<file path="src/rtl/keyb_pkg.sv">
// keyb_pkg: keypad button codes shared with keyb_decoder and the scanner state type.
package keyb_pkg;
  localparam logic [7:0] BTN_NONE = 8'h00;
  localparam logic [7:0] BTN_1    = 8'h88;
  localparam logic [7:0] BTN_2    = 8'h48;
  localparam logic [7:0] BTN_3    = 8'h28;
  localparam logic [7:0] BTN_PLUS = 8'h18;
  localparam logic [7:0] BTN_4    = 8'h84;
  localparam logic [7:0] BTN_5    = 8'h44;
  localparam logic [7:0] BTN_6    = 8'h24;
  localparam logic [7:0] BTN_MIN  = 8'h14;
  localparam logic [7:0] BTN_7    = 8'h82;
  localparam logic [7:0] BTN_8    = 8'h42;
  localparam logic [7:0] BTN_9    = 8'h22;
  localparam logic [7:0] BTN_0    = 8'h41;
  localparam logic [7:0] BTN_EQ   = 8'h11;

  typedef enum logic [1:0] {S_IDLE, S_DEBOUNCE, S_PRESSED, S_RELEASE} scan_state_t;

  function automatic logic [2:0] popcount4(input logic [3:0] v);
    return {2'b0, v[0]} + {2'b0, v[1]} + {2'b0, v[2]} + {2'b0, v[3]};
  endfunction
endpackage

</file>
<file path="src/rtl/keyb_sync.sv">
// keyb_sync: two-flop synchronizer, flops reset high to match idle pulled-up inputs.
module keyb_sync #(
  parameter int W = 4
) (
  input  logic         clk,
  input  logic         rst,
  input  logic [W-1:0] i_d,
  output logic [W-1:0] o_q
);
  logic [W-1:0] r_s1, r_s2;

  always_ff @(posedge clk or posedge rst)
    if (rst) begin
      r_s1 <= '1;
      r_s2 <= '1;
    end else begin
      r_s1 <= i_d;
      r_s2 <= r_s1;
    end

  assign o_q = r_s2;
endmodule

</file>
<file path="src/rtl/keyb_scanner.sv">
// keyb_scanner: 4x4 keypad row scan, frame-level hit detection and press/release debounce.
module keyb_scanner
  import keyb_pkg::*;
#(
  parameter int SCAN_DIV       = 4,
  parameter int DEBOUNCE_SCANS = 3
) (
  input  logic       clk,
  input  logic       rst,
  input  logic [3:0] col_n,
  output logic [3:0] row_n,
  output logic [7:0] btn_id,
  output logic       btn_valid
);
  localparam int DW = $clog2(SCAN_DIV) + 1;
  localparam int CW = $clog2(DEBOUNCE_SCANS) + 1;
  localparam logic [CW-1:0] C_MAX = CW'(DEBOUNCE_SCANS);

  logic [DW-1:0] r_div;
  logic [1:0]    r_slot, r_nhit;
  logic [7:0]    r_code, r_cand, w_cand, r_btn, w_btn, w_hit, w_fc;
  logic [CW-1:0] r_cnt, w_cnt, w_inc;
  logic [3:0]    w_col_n, w_col, w_row;
  logic [2:0]    w_sum;
  logic          r_valid, w_accept, w_sample, w_frame_end;
  scan_state_t   r_state, w_state;

  keyb_sync #(.W(4)) u_sync (.clk(clk), .rst(rst), .i_d(col_n), .o_q(w_col_n));

  assign w_row       = 4'b1000 >> r_slot;
  assign row_n       = ~w_row;
  assign w_col       = ~w_col_n;
  assign w_sample    = r_div == DW'(SCAN_DIV - 1);
  assign w_frame_end = w_sample && r_slot == 2'd3;
  // Hit count saturates at 2: only "exactly one" matters for the frame code.
  assign w_sum       = {1'b0, r_nhit} + popcount4(w_col);
  assign w_hit       = r_code | (|w_col ? {w_col, w_row} : BTN_NONE);
  assign w_fc        = w_sum == 3'd1 ? w_hit : BTN_NONE;
  assign w_inc       = r_cnt == C_MAX ? r_cnt : r_cnt + 1'b1;
  assign btn_id      = r_btn;
  assign btn_valid   = r_valid;

  always_ff @(posedge clk or posedge rst)
    if (rst) begin
      r_div  <= '0;
      r_slot <= '0;
      r_nhit <= '0;
      r_code <= '0;
    end else begin
      r_div <= w_sample ? '0 : r_div + 1'b1;
      if (w_sample) begin
        r_slot <= r_slot + 1'b1;
        r_nhit <= w_frame_end ? 2'd0 : (w_sum > 3'd1 ? 2'd2 : w_sum[1:0]);
        r_code <= w_frame_end ? BTN_NONE : w_hit;
      end
    end

  always_ff @(posedge clk or posedge rst)
    if (rst) begin
      r_state <= S_IDLE;
      r_cand  <= '0;
      r_cnt   <= '0;
      r_btn   <= BTN_NONE;
      r_valid <= 1'b0;
    end else begin
      r_state <= w_state;
      r_cand  <= w_cand;
      r_cnt   <= w_cnt;
      r_btn   <= w_btn;
      r_valid <= w_accept;
    end

  always_comb begin
    w_state  = r_state;
    w_cand   = r_cand;
    w_cnt    = r_cnt;
    w_btn    = r_btn;
    w_accept = 1'b0;
    if (w_frame_end)
      case (r_state)
        S_IDLE:
          if (w_fc != BTN_NONE) begin
            w_cand   = w_fc;
            w_cnt    = CW'(1);
            w_accept = DEBOUNCE_SCANS == 1;
            w_state  = w_accept ? S_PRESSED : S_DEBOUNCE;
          end
        S_DEBOUNCE:
          if (w_fc == BTN_NONE) begin
            w_state = S_IDLE;
            w_cnt   = '0;
          end else if (w_fc == r_cand) begin
            w_cnt    = w_inc;
            w_accept = w_inc == C_MAX;
            w_state  = w_accept ? S_PRESSED : S_DEBOUNCE;
          end else begin
            w_cand = w_fc;
            w_cnt  = CW'(1);
          end
        S_PRESSED:
          if (w_fc == BTN_NONE) begin
            w_state = DEBOUNCE_SCANS == 1 ? S_IDLE : S_RELEASE;
            w_cnt   = CW'(1);
            w_btn   = DEBOUNCE_SCANS == 1 ? BTN_NONE : r_btn;
          end
        S_RELEASE:
          if (w_fc == BTN_NONE) begin
            w_cnt   = w_inc;
            w_state = w_inc == C_MAX ? S_IDLE : S_RELEASE;
            w_btn   = w_inc == C_MAX ? BTN_NONE : r_btn;
          end else
            w_state = S_PRESSED;
        default: w_state = S_IDLE;
      endcase
    if (w_accept) w_btn = w_cand;
  end
endmodule

</file>
<file path="config.mk">
export PLATFORM = sky130hd
export DESIGN_NAME = keyb_scanner
export DESIGN_NICKNAME = d
export VERILOG_FILES = /design/src/rtl/keyb_pkg.sv /design/src/rtl/keyb_sync.sv /design/src/rtl/keyb_scanner.sv
export SDC_FILE = /design/constraint.sdc
export NUM_CORES = 1
export LEC_CHECK = 0
export CAP_MARGIN = 25
export CORE_MARGIN = 5
export CORE_UTILIZATION = 35
export DETAILED_ROUTE_END_ITERATION = 7
export GPL_ROUTABILITY_DRIVEN = 0
export GPL_TIMING_DRIVEN = 0
export PLACE_DENSITY = 0.51
export SKIP_LAST_GASP = 1
export SLEW_MARGIN = 20
export SYNTH_ARGS = -nofsm -noshare
export SYNTH_HDL_FRONTEND = slang
export SYNTH_HIERARCHICAL = 1
export SYNTH_SLANG_ARGS = --single-unit
</file>
<file path="constraint.sdc">
create_clock -name clk -period 7.73 [get_ports clk]
set_clock_uncertainty 0.05 [all_clocks]
set_input_delay 1.9325 -clock clk [delete_from_list [all_inputs] [get_ports clk]]
set_output_delay 1.9325 -clock clk [all_outputs]
set_load 0.02 [all_outputs]
</file>
# Yosys cells after proc, flatten, opt, wreduce, memory -nomap -nowiden
# Index checks and enable logic that the tools add are counted.
totals:
  inputBits: 6
  reg_bits: 45
classes:
  n_shift: 1
  magnitude_cmp: 1
  n_addsub: 7
  n_mux: 35
  n_bitwise: 3
  n_reduce_logical: 12
  eq_ne: 13
op_table:
  columns: ["op", "count"]
  rows:
  - ["$mux 8", 12]
  - ["$mux 3", 7]
  - ["$mux 2", 9]
  - ["$pmux 8 s2", 1]
  - ["$pmux 3 s4", 1]
  - ["$reduce_and 4->1", 3]
  - ["$eq 3x2->1 const B", 3]
  - ["$eq 8x8->1", 1]
  - ["$logic_not 8->1", 1]
  - ["$not 4->4", 2]
  - ["$or 8x8->8", 1]
  - ["$pmux 2 s4", 1]
  - ["$reduce_bool 2->1", 4]
  - ["$reduce_bool 8->1", 1]
  - ["$add 3x1->3 const B", 2]
  - ["$eq 2x2->1 const B", 3]
  - ["$ne 2x2->1 const B", 3]
  - ["$mux 1", 4]
  - ["$reduce_or 4->1", 1]
  - ["$shr 4x2->4 const A", 1]
  - ["$add 2x1->3", 1]
  - ["$add 2x3->3", 1]
  - ["$add 3x1->3", 1]
  - ["$eq 3x1->1 const B", 1]
  - ["7 further kinds", 7]

# Longest topological paths before layout
# Gate-level depths: netlist of run 1.
logic_depth:
  depth_word: 14
  ltp_mapped: 13
  depth_no_buf: 12

# By module
# Netlist of run 1, hierarchy kept.
by_module_without_submodules:
  columns: ["mod", "area_per_inst_um2", "seq_area_each_um2", "cells_each", "instances"]
  rows:
  - ["keyb_scanner", 2117.0, 925.9, 220, 1]
  - ["keyb_sync", 214.0, 210.2, 9, 1]

# Worst setup path after synthesis of run 1
# Ideal clock, no wire load.
synth_timing:
  path_type: "register to register"
  start: "register r_nhit[0]"
  end: "register r_btn[0], in the netlist btn_id[0]"
  t_required_ps: 7551
  stages_incl_launch_ff: 14
  arrival_ps: 3332
  path_buffers: 1
  slack_ps: 4218
  setup_time_ps: 129
  cell_sequence: "dfrtp_1 > inv_1 > fa_1 > inv_1 > fa_1 > fa_1 > nor3b_2 > buf_4 > o21ai_1 > xor2_1 > nand4_1 > or4_4 > nor2_4 > o22ai_1"
synth_between:
  elab_chain_len: 10
  elab_cells_between_ends: 21
synth_lines:
  columns: ["element", "line", "source"]
  rows:
  - ["start: declaration", "keyb_scanner.sv:20", "logic [1:0] r_slot, r_nhit;"]
  - ["start signal: assignment", "keyb_scanner.sv:53", "r_nhit <= w_frame_end ? 2'd0 : (w_sum > 3'd1 ? 2'd2 : w_sum[1:0]);"]
  - ["$add 2x3->3 (*)", "keyb_scanner.sv:36", "assign w_sum = {1'b0, r_nhit} + popcount4(w_col);"]
  - ["$eq 3x1->1 (*)", "keyb_scanner.sv:38", "assign w_fc = w_sum == 3'd1 ? w_hit : BTN_NONE;"]
  - ["$mux 8 (*)", "keyb_scanner.sv:38", null]
  - ["$eq 8x8->1", "keyb_scanner.sv:92", "end else if (w_fc == r_cand) begin"]
  - ["$mux 1", "keyb_scanner.sv:92", null]
  - ["$mux 1", "keyb_scanner.sv:89", "if (w_fc == BTN_NONE) begin"]
  - ["$mux 1", null, null]
  - ["$mux 1", "keyb_scanner.sv:79", "if (w_frame_end)"]
  - ["$reduce_bool 2->1 (no line)", null, null]
  - ["$reduce_and 4->1 (no line)", null, null]
  - ["end signal: assignment", "keyb_scanner.sv:69", "r_btn <= w_btn;"]
  - ["end: declaration", "keyb_scanner.sv:21", "logic [7:0] r_code, r_cand, w_cand, r_btn, w_btn, w_hit, w_fc;"]
# Mark *: on every way between the ends. The rest lies on a longest branch, timed or not.
# A chain may end at the register's enable or synchronous reset.

# Final worst setup path of run 1
layout_timing:
  start: "register r_nhit[0]"
  end: "register r_cand[3]"
layout_between:
  elab_chain_len: 8
  elab_cells_between_ends: 11
layout_lines:
  columns: ["element", "line", "source"]
  rows:
  - ["$add 2x3->3 (*)", "keyb_scanner.sv:36", null]
  - ["$eq 3x1->1 (*)", "keyb_scanner.sv:38", null]
  - ["$mux 8 (*)", "keyb_scanner.sv:38", null]
  - ["$eq 8x8->1", "keyb_scanner.sv:92", null]
  - ["$mux 8", "keyb_scanner.sv:92", null]
  - ["$mux 8", "keyb_scanner.sv:89", null]
  - ["$pmux 8 s2 (*)", "keyb_scanner.sv:80", "case (r_state)"]
  - ["$mux 8 (*)", "keyb_scanner.sv:79", null]
  - ["named net w_cand[3]", "keyb_scanner.sv:21", null]
  - ["end signal: assignment", "keyb_scanner.sv:67", "r_cand <= w_cand;"]
  - ["end: declaration", "keyb_scanner.sv:21", null]
# The timed path passes the listed nets; every way through them passes the cells marked *.

==> metrics.txt, run 1 <==
routed len/inst ~15 um; Vias/cell between 5 and 6; Initial Util a little over a third; final worst slack approximately 3.8 ns; area delta synth->final 17.0%; initial antenna violation count 0; Mapped Nets roughly 240; GR Util All Layers between 10% and 20%; Final Max Tran Viols 0; max incr delay on CP between 0.5 and 0.6 ns; Max clock buf depth 2; Min-Delay Startpoint u_sync/r_s1[0]; Top FF cell, synth dfrtp_1; crit path from r_nhit[0]; sequential cell area about 0.0011 mm^2; clk_lat worst skew 0.31 ns; vias in the first global route around 1800; Synth async-reset ratio 100%; Place WS 3.80 ns; Achievable Freq 251 MHz; origin of the critical flop-to-flop path r_nhit[0]; Fill cells between 600 and 700; Synth top area share between 30% and 40%; Sink Count 45; row count 29; Synth cell types 54; Power Total about 0.59 mW; RSZ-0062 raised after global routing false; worst hold-check path type register to register; Post-synth top cells 37 x dfrtp_1, 26 x nand2_1, 22 x inv_1; largest net degree at the start of global routing 24; Multi-input gate area about 0.0011 mm^2; Root Buffer clkbuf_8; crit-path max FO 10; CTS HTree Levels 2; DRC viols 0; via count 1700; Synth area leaders dfrtp_1 40%, dfstp_2 9.0%, nand2_1 4.2%; share of layout cells above drive strength 1 between 10% and 20%; Post-Syn Instances around 230; Setup Fix Bufs, Post-CTS 0; most used cell, CP fa_1; # diodes 0; DRT Wirelength slightly below 5 mm; cell family with most CP delay adder cells; critical-path cell list inv_1 -> fa_1 -> inv_1 -> fa_1 -> fa_1 -> nor3b_2 -> buf_4 -> o21ai_1 -> xor2_1 -> nand4_1 -> a21oi_4 -> nand3_2 -> a32o_1; synthesized cell area between 0.002 and 0.0025 mm^2; WP data arrival a little over 4 ns; Yosys warning count 6; Final ANT Viol Nets 0; Tmin final between 3 and 4 ns; IO buf count 18; GR Overflow Total 0; max cap viols 0; Core Util, Final 42.5%; Hold Fails Final Rpt 0; sequential share of the synthesized area 48.7%; CP bufs+invs 3; CTS tree built; status finished clean; Die H a little over 90 um; Static Leak ~1.2 nW; drt first-iter violations 86; Pre-Repair DR Iteration Count 4; WP data required 7.87 ns; Avg Cell Area, Syn a little over 10 um^2; core area about 0.0064 mm^2; die area about 0.0084 mm^2; Finish-stage setup viols 0; post-synthesis sequential element count 45; slew margin rel. between 60 and 70%; I/O pin count 19; Worst Tran Pin Value approximately 0.6 ns; Setup crit end kind register; slowest cell on the critical path fa_1; fin crit share between 50% and 60%; Worst VDD drop 0.0711 mV; WS Path Type register to register; TritonCTS buffer count 5; PD cells around 220 mW/mm^2; Setup TNS 0 ns; hold_buf cts 0; most common cell in the netlist dfrtp_1; Layout Nets 270; EDFF count, synth 0; post-CTS sizing 0; Die X ~92 um; Final HPWL DP about 3.7 mm; Synth area leader dfrtp_1; Reg clk slew, reported paths 0.09 ns; first-pass GRT wire length 8.49 mm; design area between 0.002 and 0.003 mm^2; type of origin of the critical path register; Placement Cell Area 0.00263 mm^2
[metal layers]
| layer | track usage, % | vias to the layer above | part of all wire, % | routed length [um] |
|---|---|---|---|---|
| li1 | - | 847 | - | - |
| met1 | 17.2 | 809 | 50 | 2410 |
| met2 | 19.7 | 40 | 45 | 2190 |
| met3 | 3.76 | 4 | 4.6 | 223 |
| met4 | 3.39 | 0 | 0.70 | 34 |
| met5 | 0 | - | 0 | 0 |
[sequential cells by signal (all words and copies together), names as in the netlist]
| name | flops |
|---|---|
| u_sync/r_s1 | 4 |
| r_state | 2 |
| r_slot | 2 |
| u_sync/o_q | 4 |
| btn_id | 8 |
| r_code | 8 |
| r_cand | 8 |
| r_nhit | 2 |
| r_cnt | 3 |
| r_div | 3 |
| btn_valid | 1 |
[final timing paths]
path                                 end  slack [ns]  cells past startpoint
setup reg to reg               r_cand[3]        3.75                     13
min in group asynchronous      r_nhit[0]        1.88                      2
hold reg to reg            u_sync/o_q[0]        0.31                      0
max in group asynchronous      btn_id[2]        5.31                      3
hold / removal             u_sync/o_q[0]        0.31                      0
setup / recovery               r_cand[3]        3.75                     13
[stage by stage]
| stage | std cells | hold slack, ns |
|---|---|---|
| 2_1_floorplan | 229 | 0.295 |
| 3_3_place_gp | 324 | 0.297 |
| 3_5_place_dp | 325 | 0.297 |
| 4_1_cts | 333 | 0.311 |
| 5_1_grt | 333 | 0.314 |
| 6_report | 333 | 0.309 |
[kinds of logic after synthesis]
| family | share of synthesized area (%) |
|---|---|
| AND/OR/NAND/NOR | 17.9 |
| AO/OA/AOI/OAI | 17.4 |
| flip-flops | 48.7 |
| buffers and inverters | 5.53 |
| XOR/XNOR | 3.76 |
| adder cells (fa/ha/maj) | 5.80 |
| multiplexers | 0.859 |
[power by group]
group          internal [mW]  switching (mW)  leakage [nW]
clock network         0.0743          0.0865        0.0518
logic                 0.0610          0.0892         0.534
registers              0.258          0.0207         0.588
[placed cells by master, fill, tap and decap left out, drive strengths merged, types with 2 or more instances in the layout]
cell           count
nand4              2
a21o               2
dfrtp             37
mux2i              2
o2bb2ai            3
a32o               2
ha                 6
xnor2              7
dfstp              8
nor2b              2
a31oi              6
o22ai              8
clkdlybuf4s50     18
nand3              5
nor3               8
nand2b             5
nand2             26
nor2              16
buf                5
xor2               3
or3                4
fa                 3
a21oi              9
o21ai             11
clkbuf            10
a22o               4
inv               24
or4                3
nor3b              2
[cell type report]
type                            count  area share (%)
Clock buffer                        6            3.03
Inverter                           23            3.17
Timing Repair Buffer               19            7.34
Clock inverter                      2           0.642
Sequential cell                    45            41.7
Tap cell                           77            3.53
Multi-Input combinational cell    153            39.1
Buffer                              8            1.56
(Power assumes the default switching activity.)
==> run 2, diff against run 1 <==
==> constraint.sdc (replaced) <==
create_clock -name clk -period 3.9 [get_ports clk]
set_clock_uncertainty 0.05 [all_clocks]
set_input_delay 0.975 -clock clk [delete_from_list [all_inputs] [get_ports clk]]
set_output_delay 0.975 -clock clk [all_outputs]
set_load 0.02 [all_outputs]
==> run 2 against run 1 <==
First-iteration DRC count decreased by 30%. Worst hold slack about the same. Global-route usage increased by 0.16 points. Clock power increased by 99%. Count of clock-buffer cells in the layout unchanged. Sequential power increased by 98%. Wire length increased by 3.0%. Highest routed layer unchanged.
==> metrics.txt, run 2 (synthesis results as in run 1) <==
status finished clean; core area between 0.006 and 0.007 mm^2; Sink Count 45; share of layout cells above drive strength 1 18.4%; worst hold margin 0.309 ns; Worst VDD drop about 0.15 mV; Setup crit end kind register; max incr delay on CP about 0.53 ns; Initial Util 36.3%; routed len/inst between 10 and 15 um; RSZ-0062 raised after global routing false; most frequent cells in the layout 37 x dfrtp_1, 26 x nand2_1, 21 x inv_1, 18 x clkdlybuf4s50_1, 15 x nor2_1; DRC viols 0; row count 29; critical-path cell list inv_1 -> fa_1 -> inv_1 -> fa_2 -> fa_1 -> nor3b_2 -> buf_6 -> o21ai_2 -> xnor2_1 -> nand4_1 -> buf_6 -> or4_4 -> nor2_4 -> o22ai_1; PD cells between 400 and 500 mW/mm^2; largest net degree at the start of global routing 24; CP bufs+invs 4; drt first-iter violations 60; initial antenna violation count 0; fin crit share around 95%; I/O pin count 19; crit-path max FO 7; max cap viols 0; die area between 0.008 and 0.009 mm^2; Die X roughly 90 um; slew margin rel. between 50% and 60%; Reg clk slew, reported paths about 0.10 ns; IO buf count 18; GR Overflow Total 0; hold_buf cts 0; cell family with most CP delay adder cells; Achievable Freq between 200 and 300 MHz; Vias/cell a little over 5; GR Util All Layers approximately 13%; Tmin final 3.69 ns; CTS HTree Levels 2; slowest cell on the critical path fa_1; Finish-stage setup viols 0; DRT Wirelength approximately 5.0 mm; type of origin of the critical path register; Hold Fails Final Rpt 0; Final Max Tran Viols 0; Final HPWL DP approximately 3.7 mm; Die H slightly above 90 um; Setup TNS 0 ns; Worst Tran Pin Value around 0.65 ns; Max clock buf depth 2; worst hold-check path type register to register; WS Path Type register to register; Layout Nets about 280; Pre-Repair DR Iteration Count 4; Final ANT Viol Nets 0; CTS tree built; # diodes 0; clk_lat worst skew 0.31 ns; WP data required about 4.1 ns; Root Buffer clkbuf_8; TritonCTS buffer count 5; Static Leak approximately 1.2 nW; area delta synth->final 21.1%; WP data arrival approximately 3.8 ns; first-pass GRT wire length ~8.6 mm; vias in the first global route ~1800; via count around 1700; commonest non-fill, non-tap cell in the layout dfrtp_1
run 2: changes by cell type in the layout (fill, tap and decap cells not counted), moves of 2 or more:
cell / before / now
buf_4: 1 / 4
buf_6: 1 / 3
o21ai_1: 7 / 3
o21ai_2: 0 / 4
o22ai_1: 8 / 5
o22ai_2: 0 / 3
run 2: timing repair:
item	CTS	global route
setup endpoints to repair	13	15
pin swaps	1	9
hold endpoints to repair	0	0
resized for setup	0	12
setup buffers	2	3
run 2: layout make-up:
| cell class | count | area, um^2 |
|---|---|---|
| clock inverters | 2 | 17.5 |
| fillers | 640 | 3600 |
| well taps | 77 | 96.3 |
| inverters | 23 | 86.3 |
| clock buffers | 6 | 82.6 |
| plain buffers | 8 | 46.3 |
| flip-flops and latches | 45 | 1140 |
| repair buffers | 24 | 241 |
| multi-input cells | 153 | 1120 |
run 2: path summary, 6_finish.rpt:
path                       cells past startpoint      startpoint            end  slack, ns
hold / removal                                 0  u_sync/r_s1[0]  u_sync/o_q[0]       0.31
min in group asynchronous                      2             rst      r_nhit[0]       0.92
setup reg to reg                              14       r_nhit[0]      btn_id[4]       0.21
max in group asynchronous                      3             rst       r_cnt[2]       2.44
setup / recovery                              14       r_nhit[0]      btn_id[4]       0.21
hold reg to reg                                0  u_sync/r_s1[0]  u_sync/o_q[0]       0.31
run 2: worst reg2reg max path: stages (launching register included):
cell and delay [ns]:
dfrtp_1 0.34, inv_1 0.06, fa_1 0.53, inv_1 0.06
fa_2 0.34, fa_1 0.50, nor3b_2 0.24, buf_6 0.16
o21ai_2 0.07, xnor2_1 0.17, nand4_1 0.13, buf_6 0.16
or4_4 0.44, nor2_4 0.23, o22ai_1 0.10
run 2: metrics by stage:
stage | setup WS (ns) | instances | util, % | total power [mW] | area, um^2
floorplan | 0.388 | 229 | - | 0.788 | 2330
global placement | -0.0518 | 324 | 40.6 | 0.856 | 2610
detailed placement | -0.0335 | 325 | 40.9 | 0.859 | 2630
CTS | 0.110 | 335 | 42.7 | 1.21 | 2740
global route | 0.00991 | 338 | 44.0 | 1.30 | 2820
finish | 0.214 | 338 | 44.0 | 1.22 | 2820
run 2: routing by layer:
metal | vias up | routed length, um | global-route usage [%]
met4 | 0 | 61 | 3.39
met5 | - | 0 | 0
met1 | 826 | 2460 | 17.3
met2 | 26 | 2290 | 20.1
met3 | 6 | 194 | 3.76
li1 | 860 | - | -
run 2: where the power goes:
| part | internal, mW | total, mW | switching [mW] |
|---|---|---|---|
| Clock | 0.147 | 0.321 | 0.173 |
| Combinational | 0.153 | 0.349 | 0.196 |
| Sequential | 0.512 | 0.553 | 0.0412 |
==> run 3, diff against run 2 <==
--- a/config.mk
+++ b/config.mk
@@ -9,7 +9,6 @@
 export CORE_MARGIN = 5
 export CORE_UTILIZATION = 35
 export DETAILED_ROUTE_END_ITERATION = 7
-export GPL_ROUTABILITY_DRIVEN = 0
 export GPL_TIMING_DRIVEN = 0
 export PLACE_DENSITY = 0.51
 export SKIP_LAST_GASP = 1
==> results of run 3 <==
The final DEF is identical to that of run 2; final timing and power are the same.
